<file path="config.mk">
export PLATFORM = sky130hd
export DESIGN_NAME = vwu_reqrsp_mem_responder
export DESIGN_NICKNAME = d
export VERILOG_FILES = /design/src/rtl/vwu_reqrsp_mem_responder.sv
export SDC_FILE = /design/constraint.sdc
export NUM_CORES = 1
export LEC_CHECK = 0
export ABC_AREA = 1
export CORE_MARGIN = 2
export CORE_UTILIZATION = 40
export DETAILED_ROUTE_END_ITERATION = 8
export GPL_TIMING_DRIVEN = 0
export PLACE_DENSITY = 0.76
export SETUP_SLACK_MARGIN = 0.2
export SLEW_MARGIN = 20
export SYNTH_ARGS = -nofsm -noshare
export SYNTH_HDL_FRONTEND = slang
export SYNTH_SLANG_ARGS = --single-unit
</file>
<file path="constraint.sdc">
create_clock -name clk_i -period 4 [get_ports clk_i]
set_clock_uncertainty 0.2 [all_clocks]
set_input_delay 0.8 -clock clk_i [delete_from_list [all_inputs] [get_ports clk_i]]
set_output_delay 0.8 -clock clk_i [all_outputs]
set_load 0.01 [all_outputs]
</file>
<file path="src/rtl/vwu_reqrsp_mem_responder.sv">
// Core-data reqrsp responder onto a 1-cycle single-port SRAM.
// In-order responses through a credit-managed fall-through buffer.
package vwu_reqrsp_pkg;

  localparam logic [3:0] AMONone = 4'h0;
  localparam logic [3:0] AMOSwap = 4'h1;
  localparam logic [3:0] AMOAdd  = 4'h2;

  typedef struct packed {
    logic [31:0] addr;
    logic        write;
    logic [3:0]  amo;
    logic [31:0] data;
    logic [3:0]  strb;
    logic [1:0]  size;
  } core_data_req_chan_t;

  typedef struct packed {
    logic [31:0] data;
    logic        error;
  } core_data_rsp_chan_t;

  typedef struct packed {
    core_data_req_chan_t q;
    logic                q_valid;
    logic                p_ready;
  } core_data_req_t;

  typedef struct packed {
    core_data_rsp_chan_t p;
    logic                p_valid;
    logic                q_ready;
  } core_data_rsp_t;

endpackage

module vwu_reqrsp_mem_responder
  import vwu_reqrsp_pkg::*;
#(
  parameter int unsigned NumWords = 128,
  parameter logic [31:0] BaseAddr = 32'h0002_0000,
  parameter int unsigned RspDepth = 2
) (
  input  logic                        clk_i,
  input  logic                        rst_ni,
  input  core_data_req_t              req_i,
  output core_data_rsp_t              rsp_o,
  output logic                        mem_req_o,
  output logic                        mem_we_o,
  output logic [$clog2(NumWords)-1:0] mem_addr_o,
  output logic [31:0]                 mem_wdata_o,
  output logic [3:0]                  mem_be_o,
  input  logic [31:0]                 mem_rdata_i
);

  localparam int unsigned AW = $clog2(NumWords);
  localparam int unsigned PW = (RspDepth > 1) ? $clog2(RspDepth) : 1;
  localparam int unsigned CW = $clog2(RspDepth + 1);
  localparam int unsigned OW = CW + 1;
  localparam logic [31:0] AddrMask = ~(32'(NumWords * 4) - 32'd1);

  logic          ifl_vld_q, ifl_vld_d;
  logic          ifl_we_q, ifl_we_d;
  logic          ifl_err_q, ifl_err_d;
  logic [31:0]   fifo_data_q [RspDepth];
  logic          fifo_err_q [RspDepth];
  logic [PW-1:0] wptr_q, wptr_d;
  logic [PW-1:0] rptr_q, rptr_d;
  logic [CW-1:0] cnt_q, cnt_d;

  logic          legal;
  logic          accept;
  logic          q_ready;
  logic          p_valid;
  logic          pop;
  logic          push;
  logic          fifo_pop;
  logic          fifo_empty;
  logic [31:0]   ifl_data;
  logic [OW-1:0] outst;
  logic [1:0]    unused_size;

  assign unused_size = req_i.q.size;

  always_comb begin
    legal = ((req_i.q.addr & AddrMask) == BaseAddr)
         && (req_i.q.amo == AMONone);
    ifl_data = '0;
    if (ifl_vld_q && !ifl_we_q && !ifl_err_q) begin
      ifl_data = mem_rdata_i;
    end
    fifo_empty = (cnt_q == '0);
    p_valid = !fifo_empty || ifl_vld_q;
    pop = p_valid && req_i.p_ready;
    fifo_pop = !fifo_empty && req_i.p_ready;
    // Fall-through: an in-flight response only lands in the FIFO when
    // it cannot leave straight away.
    push = ifl_vld_q && !(fifo_empty && req_i.p_ready);
    outst = {{CW{1'b0}}, ifl_vld_q}
          + {1'b0, cnt_q}
          - {{CW{1'b0}}, pop};
    q_ready = rst_ni && (outst < OW'(RspDepth));
    accept = req_i.q_valid && q_ready;
  end

  always_comb begin
    mem_req_o = accept && legal;
    mem_we_o = req_i.q.write;
    mem_addr_o = req_i.q.addr[2 +: AW];
    mem_wdata_o = req_i.q.data;
    mem_be_o = req_i.q.strb;
  end

  always_comb begin
    rsp_o = '0;
    rsp_o.q_ready = q_ready;
    rsp_o.p_valid = p_valid;
    if (fifo_empty) begin
      rsp_o.p.data = ifl_data;
      rsp_o.p.error = ifl_vld_q && ifl_err_q;
    end else begin
      rsp_o.p.data = fifo_data_q[rptr_q];
      rsp_o.p.error = fifo_err_q[rptr_q];
    end
  end

  always_comb begin
    ifl_vld_d = accept;
    ifl_we_d = ifl_we_q;
    ifl_err_d = ifl_err_q;
    if (accept) begin
      ifl_we_d = req_i.q.write;
      ifl_err_d = !legal;
    end
    wptr_d = wptr_q;
    rptr_d = rptr_q;
    if (push) begin
      wptr_d = (wptr_q == PW'(RspDepth - 1)) ? '0 : wptr_q + PW'(1);
    end
    if (fifo_pop) begin
      rptr_d = (rptr_q == PW'(RspDepth - 1)) ? '0 : rptr_q + PW'(1);
    end
    cnt_d = cnt_q + CW'(push) - CW'(fifo_pop);
  end

  always_ff @(posedge clk_i or negedge rst_ni) begin
    if (!rst_ni) begin
      ifl_vld_q <= 1'b0;
      ifl_we_q <= 1'b0;
      ifl_err_q <= 1'b0;
      wptr_q <= '0;
      rptr_q <= '0;
      cnt_q <= '0;
      for (int i = 0; i < int'(RspDepth); i++) begin
        fifo_data_q[i] <= '0;
        fifo_err_q[i] <= 1'b0;
      end
    end else begin
      ifl_vld_q <= ifl_vld_d;
      ifl_we_q <= ifl_we_d;
      ifl_err_q <= ifl_err_d;
      wptr_q <= wptr_d;
      rptr_q <= rptr_d;
      cnt_q <= cnt_d;
      if (push) begin
        fifo_data_q[wptr_q] <= ifl_data;
        fifo_err_q[wptr_q] <= ifl_err_q;
      end
    end
  end

  // Credits keep in-flight plus buffered within RspDepth.
  no_push_when_full: assert property (
    @(posedge clk_i) disable iff (!rst_ni)
    !(push && (cnt_q == CW'(RspDepth)))
  );

endmodule

</file>
==> impl_results.html, run 1 <==
<table>
<tr><th>Metric</th><th>Value</th></tr>
<tr><th colspan="2">Yosys</th></tr>
<tr><td>Main combinational cell family by area after synthesis</td><td>compound AO/OA/AOI/OAI gates</td></tr>
<tr><td>Simple-gate share of the synthesized area</td><td>18.1%</td></tr>
<tr><td>Instance count of the mapped netlist</td><td>537</td></tr>
<tr><td>Post-synthesis xor/xnor area fraction</td><td>0.619%</td></tr>
<tr><td>Compound-gate portion of the synthesized area</td><td>19.3%</td></tr>
<tr><td>Number of distinct library cells after synthesis</td><td>27</td></tr>
<tr><td>Portion of netlist area occupied by mux cells</td><td>0%</td></tr>
<tr><td>Largest area contributor in the netlist</td><td>sky130_fd_sc_hd__dfrtp_1</td></tr>
<tr><td>Area of the mapped netlist</td><td>4240 µm²</td></tr>
<tr><td>Area contributors post-synth</td><td>sky130_fd_sc_hd__dfrtp_1 43%, sky130_fd_sc_hd__nand2_1 13%, sky130_fd_sc_hd__buf_4 8.1%</td></tr>
<tr><td>Fraction of synthesized cell area taken by the top area cell type</td><td>43.1%</td></tr>
<tr><td>Sequential area share after synthesis</td><td>43.1%</td></tr>
<tr><td>Total of warnings raised by yosys</td><td>0</td></tr>
<tr><td>Post-synthesis share of cell area spent on full adders, half adders and majority gates</td><td>1.36%</td></tr>
<tr><td>Number of storage elements in the synthesis netlist</td><td>73</td></tr>
<tr><td>Nets in the synthesized netlist</td><td>652</td></tr>
<tr><td>Post-synthesis area per instance</td><td>7.90 µm²</td></tr>
<tr><th colspan="2">GRT</th></tr>
<tr><td>Number of global-route vias before repair</td><td>4,171</td></tr>
<tr><td>Remaining Overflow, GRT</td><td>0</td></tr>
<tr><td>Total global-route track usage</td><td>21.0%</td></tr>
<tr><td>First-pass GRT wire length</td><td>19.1 mm</td></tr>
<tr><td>Met3 routing resource usage after global routing</td><td>4.62%</td></tr>
<tr><td>Number of antenna violations at the first check in global routing</td><td>0</td></tr>
<tr><td>GR met1 Demand/Resource</td><td>26.2%</td></tr>
<tr><td>Pin count of the biggest net entering global routing</td><td>45</td></tr>
<tr><td>Met2 track utilization from global routing</td><td>36.7%</td></tr>
<tr><td>Most Crowded Layer GR</td><td>met2</td></tr>
<tr><th colspan="2">Drt</th></tr>
<tr><td>Post-DRT Antenna Nets</td><td>0</td></tr>
<tr><td>Count of vias placed by the detailed router</td><td>4,076</td></tr>
<tr><td>First-pass DRT Iterations</td><td>5</td></tr>
<tr><td>Total DRC errors in the routed layout</td><td>0</td></tr>
<tr><td>Detailed-route wire length</td><td>11.6 mm</td></tr>
<tr><td>Vias/cell</td><td>4.88</td></tr>
<tr><td>Number of DRC markers in iteration 0</td><td>198</td></tr>
<tr><td>Per-cell routed wire length</td><td>13.9 µm</td></tr>
<tr><th colspan="2">Clocking</th></tr>
<tr><td>H-Tree Level Count</td><td>3</td></tr>
<tr><td>CTS Hold Bufs</td><td>0</td></tr>
<tr><td>Clock buffer depth</td><td>2</td></tr>
<tr><td>Number of sinks on the clock net</td><td>73</td></tr>
<tr><td>Clock slew at reported path FFs</td><td>0.08 ns</td></tr>
<tr><td>Insertion delay of the later-clocked pin in the worst-skew pair</td><td>0.34 ns</td></tr>
<tr><td>TritonCTS Buffers</td><td>9</td></tr>
<tr><td>Root Buffer</td><td>sky130_fd_sc_hd__clkbuf_8</td></tr>
<tr><td>TritonCTS clock tree</td><td>yes</td></tr>
<tr><th colspan="2">Die</th></tr>
<tr><td>Ports placed on the boundary</td><td>191</td></tr>
<tr><td>Site Rows</td><td>37</td></tr>
<tr><td>Die span in y</td><td>107 µm</td></tr>
<tr><td>Initial cell density of the core</td><td>41.1%</td></tr>
<tr><td>Area of the die</td><td>11,400 µm²</td></tr>
<tr><td>Core area</td><td>10,300 µm²</td></tr>
<tr><td>Width of the die</td><td>107 µm</td></tr>
<tr><th colspan="2">Power and ir drop</th></tr>
<tr><td>Leakage power</td><td>0.00266 µW</td></tr>
<tr><td>Power density relative to cell area</td><td>533 nW/µm²</td></tr>
<tr><td>Highest ir drop seen on vdd</td><td>0.000292 V</td></tr>
<tr><th colspan="2">Critical path</th></tr>
<tr><td>Worst endpoint required time</td><td>3.00 ns</td></tr>
<tr><td>Cell with the largest stage delay on the worst path</td><td>sky130_fd_sc_hd__fa_1</td></tr>
<tr><td>Sort of element at the end of the critical path</td><td>output port</td></tr>
<tr><td>Ordered list of cells on the worst path</td><td>buf_2 -&gt; inv_1 -&gt; a21oi_2 -&gt; ha_1 -&gt; or2_4 -&gt; fa_1 -&gt; nand2_1 -&gt; inv_1 -&gt; nand3_1 -&gt; inv_1 -&gt; buf_4 -&gt; clkdlybuf4s15_2</td></tr>
<tr><td>Number of buffers and inverters on the critical path</td><td>6</td></tr>
<tr><td>Crit path max fanout</td><td>2</td></tr>
<tr><td>Critical Path Source Type</td><td>primary input</td></tr>
<tr><td>Maximum single-stage delay on the critical path</td><td>0.48 ns</td></tr>
<tr><td>Top Family by Delay on Critical Path</td><td>adder cells</td></tr>
<tr><td>Arrival time of data at the critical path endpoint</td><td>2.61 ns</td></tr>
<tr><td>Critical path class</td><td>in2out</td></tr>
<tr><td>Most numerous cell on the critical path</td><td>sky130_fd_sc_hd__inv_1</td></tr>
<tr><th colspan="2">Place</th></tr>
<tr><td>DPL Wire Length</td><td>8.62 mm</td></tr>
<tr><td>Global placement routability congestion</td><td>0.757</td></tr>
<tr><td>Cell count after placement</td><td>817</td></tr>
<tr><td># port buffers</td><td>143</td></tr>
<tr><td>Pre-CTS setup slack</td><td>-0.618 ns</td></tr>
<tr><th colspan="2">STA</th></tr>
<tr><td>Total Neg Setup Slack</td><td>0 ns</td></tr>
<tr><td>Final number of setup-violating endpoints</td><td>0</td></tr>
<tr><td>Max-Slew Margin vs Limit</td><td>63.8%</td></tr>
<tr><td>Slew at the pin with the worst max-slew slack</td><td>0.544 ns</td></tr>
<tr><td>Final critical-path required period</td><td>3.61 ns</td></tr>
<tr><td>Final worst path period share</td><td>90.4%</td></tr>
<tr><td>Setup repair after global routing missed its margin</td><td>false</td></tr>
<tr><td>Achievable clock frequency</td><td>0.277 GHz</td></tr>
<tr><td>Final count of pins violating max slew</td><td>0</td></tr>
<tr><td>Final hold viol count</td><td>0</td></tr>
<tr><td>Final worst setup slack</td><td>0.385 ns</td></tr>
<tr><th colspan="2">Finish</th></tr>
<tr><td>Commonest non-fill, non-tap cells in the layout</td><td>146 x sky130_fd_sc_hd__nand2_1, 139 x sky130_fd_sc_hd__clkdlybuf4s50_1, 72 x sky130_fd_sc_hd__dfrtp_1</td></tr>
<tr><td>Post-layout utilization of the core</td><td>59.5%</td></tr>
<tr><td>Final net count</td><td>810</td></tr>
<tr><td>Number of diodes added for antenna fixing</td><td>0</td></tr>
<tr><td>Most frequent standard cell in the layout excluding fill and tap cells</td><td>sky130_fd_sc_hd__nand2_1</td></tr>
<tr><td>Syn-to-layout area delta</td><td>44.9%</td></tr>
<tr><td>Cell Count, Final, Fillers Out</td><td>836</td></tr>
<tr><td>Fraction of final layout cells sized beyond drive strength 1</td><td>16.1%</td></tr>
<tr><th colspan="2">Worst hold path</th></tr>
<tr><td>Worst hold-check path type</td><td>in2async</td></tr>
<tr><th colspan="2">Run status</th></tr>
<tr><td>Outcome</td><td>complete, no violations</td></tr>
<tr><th colspan="2">Flow run</th></tr>
<tr><td>Maximum capacitance violations</td><td>0</td></tr>
</table>
-- flip-flops by register name, summed over array words and instances, names as in the netlist --
name	cells
cnt_q	2
rptr_q	1
wptr_q	1
ifl_err_q	1
fifo_err_q	2
ifl_vld_q	1
ifl_we_q	1
fifo_data_q	64
-- metrics by stage --
stage               hold slack, ns  total power, µW  cell area [µm²]
floorplan                    0.250             1760             4240
global placement             0.264             2490             5840
detailed placement           0.268             2520             5860
CTS                          0.174             3260             6130
global route                 0.185             3480             6140
finish                       0.165             3270             6140
-- routing by layer --
layer | wire (µm) | vias up
li1 | - | 1994
met1 | 4800 | 1916
met2 | 5960 | 156
met3 | 770 | 10
met4 | 87 | 0
met5 | 0 | -
-- timing repair --
action / 4_1_cts / 5_1_grt
gates resized for setup: 10 / 4
buffers inserted: 1 / 2
setup endpoints to repair: 2 / 2
pin swaps: 2 / 1
-- cells in the mapped netlist --
| library cell | n |
|---|---|
| sky130_fd_sc_hd__nand2_1 | 146 |
| sky130_fd_sc_hd__buf_6 | 9 |
| sky130_fd_sc_hd__ha_1 | 3 |
| sky130_fd_sc_hd__o211ai_1 | 32 |
| sky130_fd_sc_hd__xnor2_1 | 2 |
| sky130_fd_sc_hd__o21ai_2 | 14 |
| sky130_fd_sc_hd__o21ai_1 | 46 |
| sky130_fd_sc_hd__dfrtp_1 | 73 |
| sky130_fd_sc_hd__nor3_4 | 1 |
| sky130_fd_sc_hd__nand2_2 | 2 |
| sky130_fd_sc_hd__and2_0 | 1 |
| sky130_fd_sc_hd__nand3_1 | 3 |
| sky130_fd_sc_hd__a21oi_4 | 1 |
| sky130_fd_sc_hd__or2_2 | 1 |
| sky130_fd_sc_hd__nor2_1 | 30 |
| sky130_fd_sc_hd__clkbuf_1 | 10 |
| sky130_fd_sc_hd__nor2_4 | 1 |
| sky130_fd_sc_hd__fa_1 | 1 |
| sky130_fd_sc_hd__buf_2 | 10 |
| sky130_fd_sc_hd__nand4_1 | 6 |
| sky130_fd_sc_hd__buf_4 | 46 |
| sky130_fd_sc_hd__clkbuf_2 | 1 |
| sky130_fd_sc_hd__a21oi_1 | 2 |
| sky130_fd_sc_hd__inv_2 | 1 |
| sky130_fd_sc_hd__o21ai_0 | 40 |
| sky130_fd_sc_hd__xor2_1 | 1 |
| sky130_fd_sc_hd__inv_1 | 54 |
-- cell type report --
class                   count  area [µm²]
fillers                   908        4180
flip-flops and latches     73        1830
multi-input cells         333        1680
repair buffers            147        1460
plain buffers              76         539
inverters                  55         206
well taps                 136         170
clock buffers              12         165
clock inverters             4        97.6
-- final timing paths --
kind | from | endpoint | slack [ns] | cells past startpoint
worst max-delay path | req_i[0] | rsp_o[0] | 0.39 | 12
worst min-delay path | rst_ni | fifo_data_q[45]$_DFFE_PN0P_ | 0.17 | 1
worst max register to register | cnt_q[1]$_DFF_PN0_ | ifl_err_q$_DFFE_PN0P_ | 1.37 | 12
worst min register to register | fifo_data_q[27]$_DFFE_PN0P_ | fifo_data_q[27]$_DFFE_PN0P_ | 0.28 | 2
max in group asynchronous | rst_ni | fifo_data_q[31]$_DFFE_PN0P_ | 2.87 | 2
min in group clk_i | fifo_data_q[27]$_DFFE_PN0P_ | fifo_data_q[27]$_DFFE_PN0P_ | 0.28 | 2
-- power breakdown --
group | switching (µW) | leakage (µW) | internal [µW]
logic | 851 | 0.00153 | 783
registers | 68.8 | 0.00100 | 824
clock network | 281 | 0.000129 | 466
-- kinds of logic after synthesis --
logic type                 Yosys count
and+or+nand+nor                    191
AOI/OAI and AO/OA                  135
buffers and inverters              131
DFF                                 73
adders and majority gates            4
xor gates and xnor gates             3
(Power assumes the default switching activity.)
==> run 2: changes to the inputs <==
- TNS_END_PERCENT: default -> 100
==> results of run 2 <==
No change in the layout: final DEF, timing and power equal those of run 1.
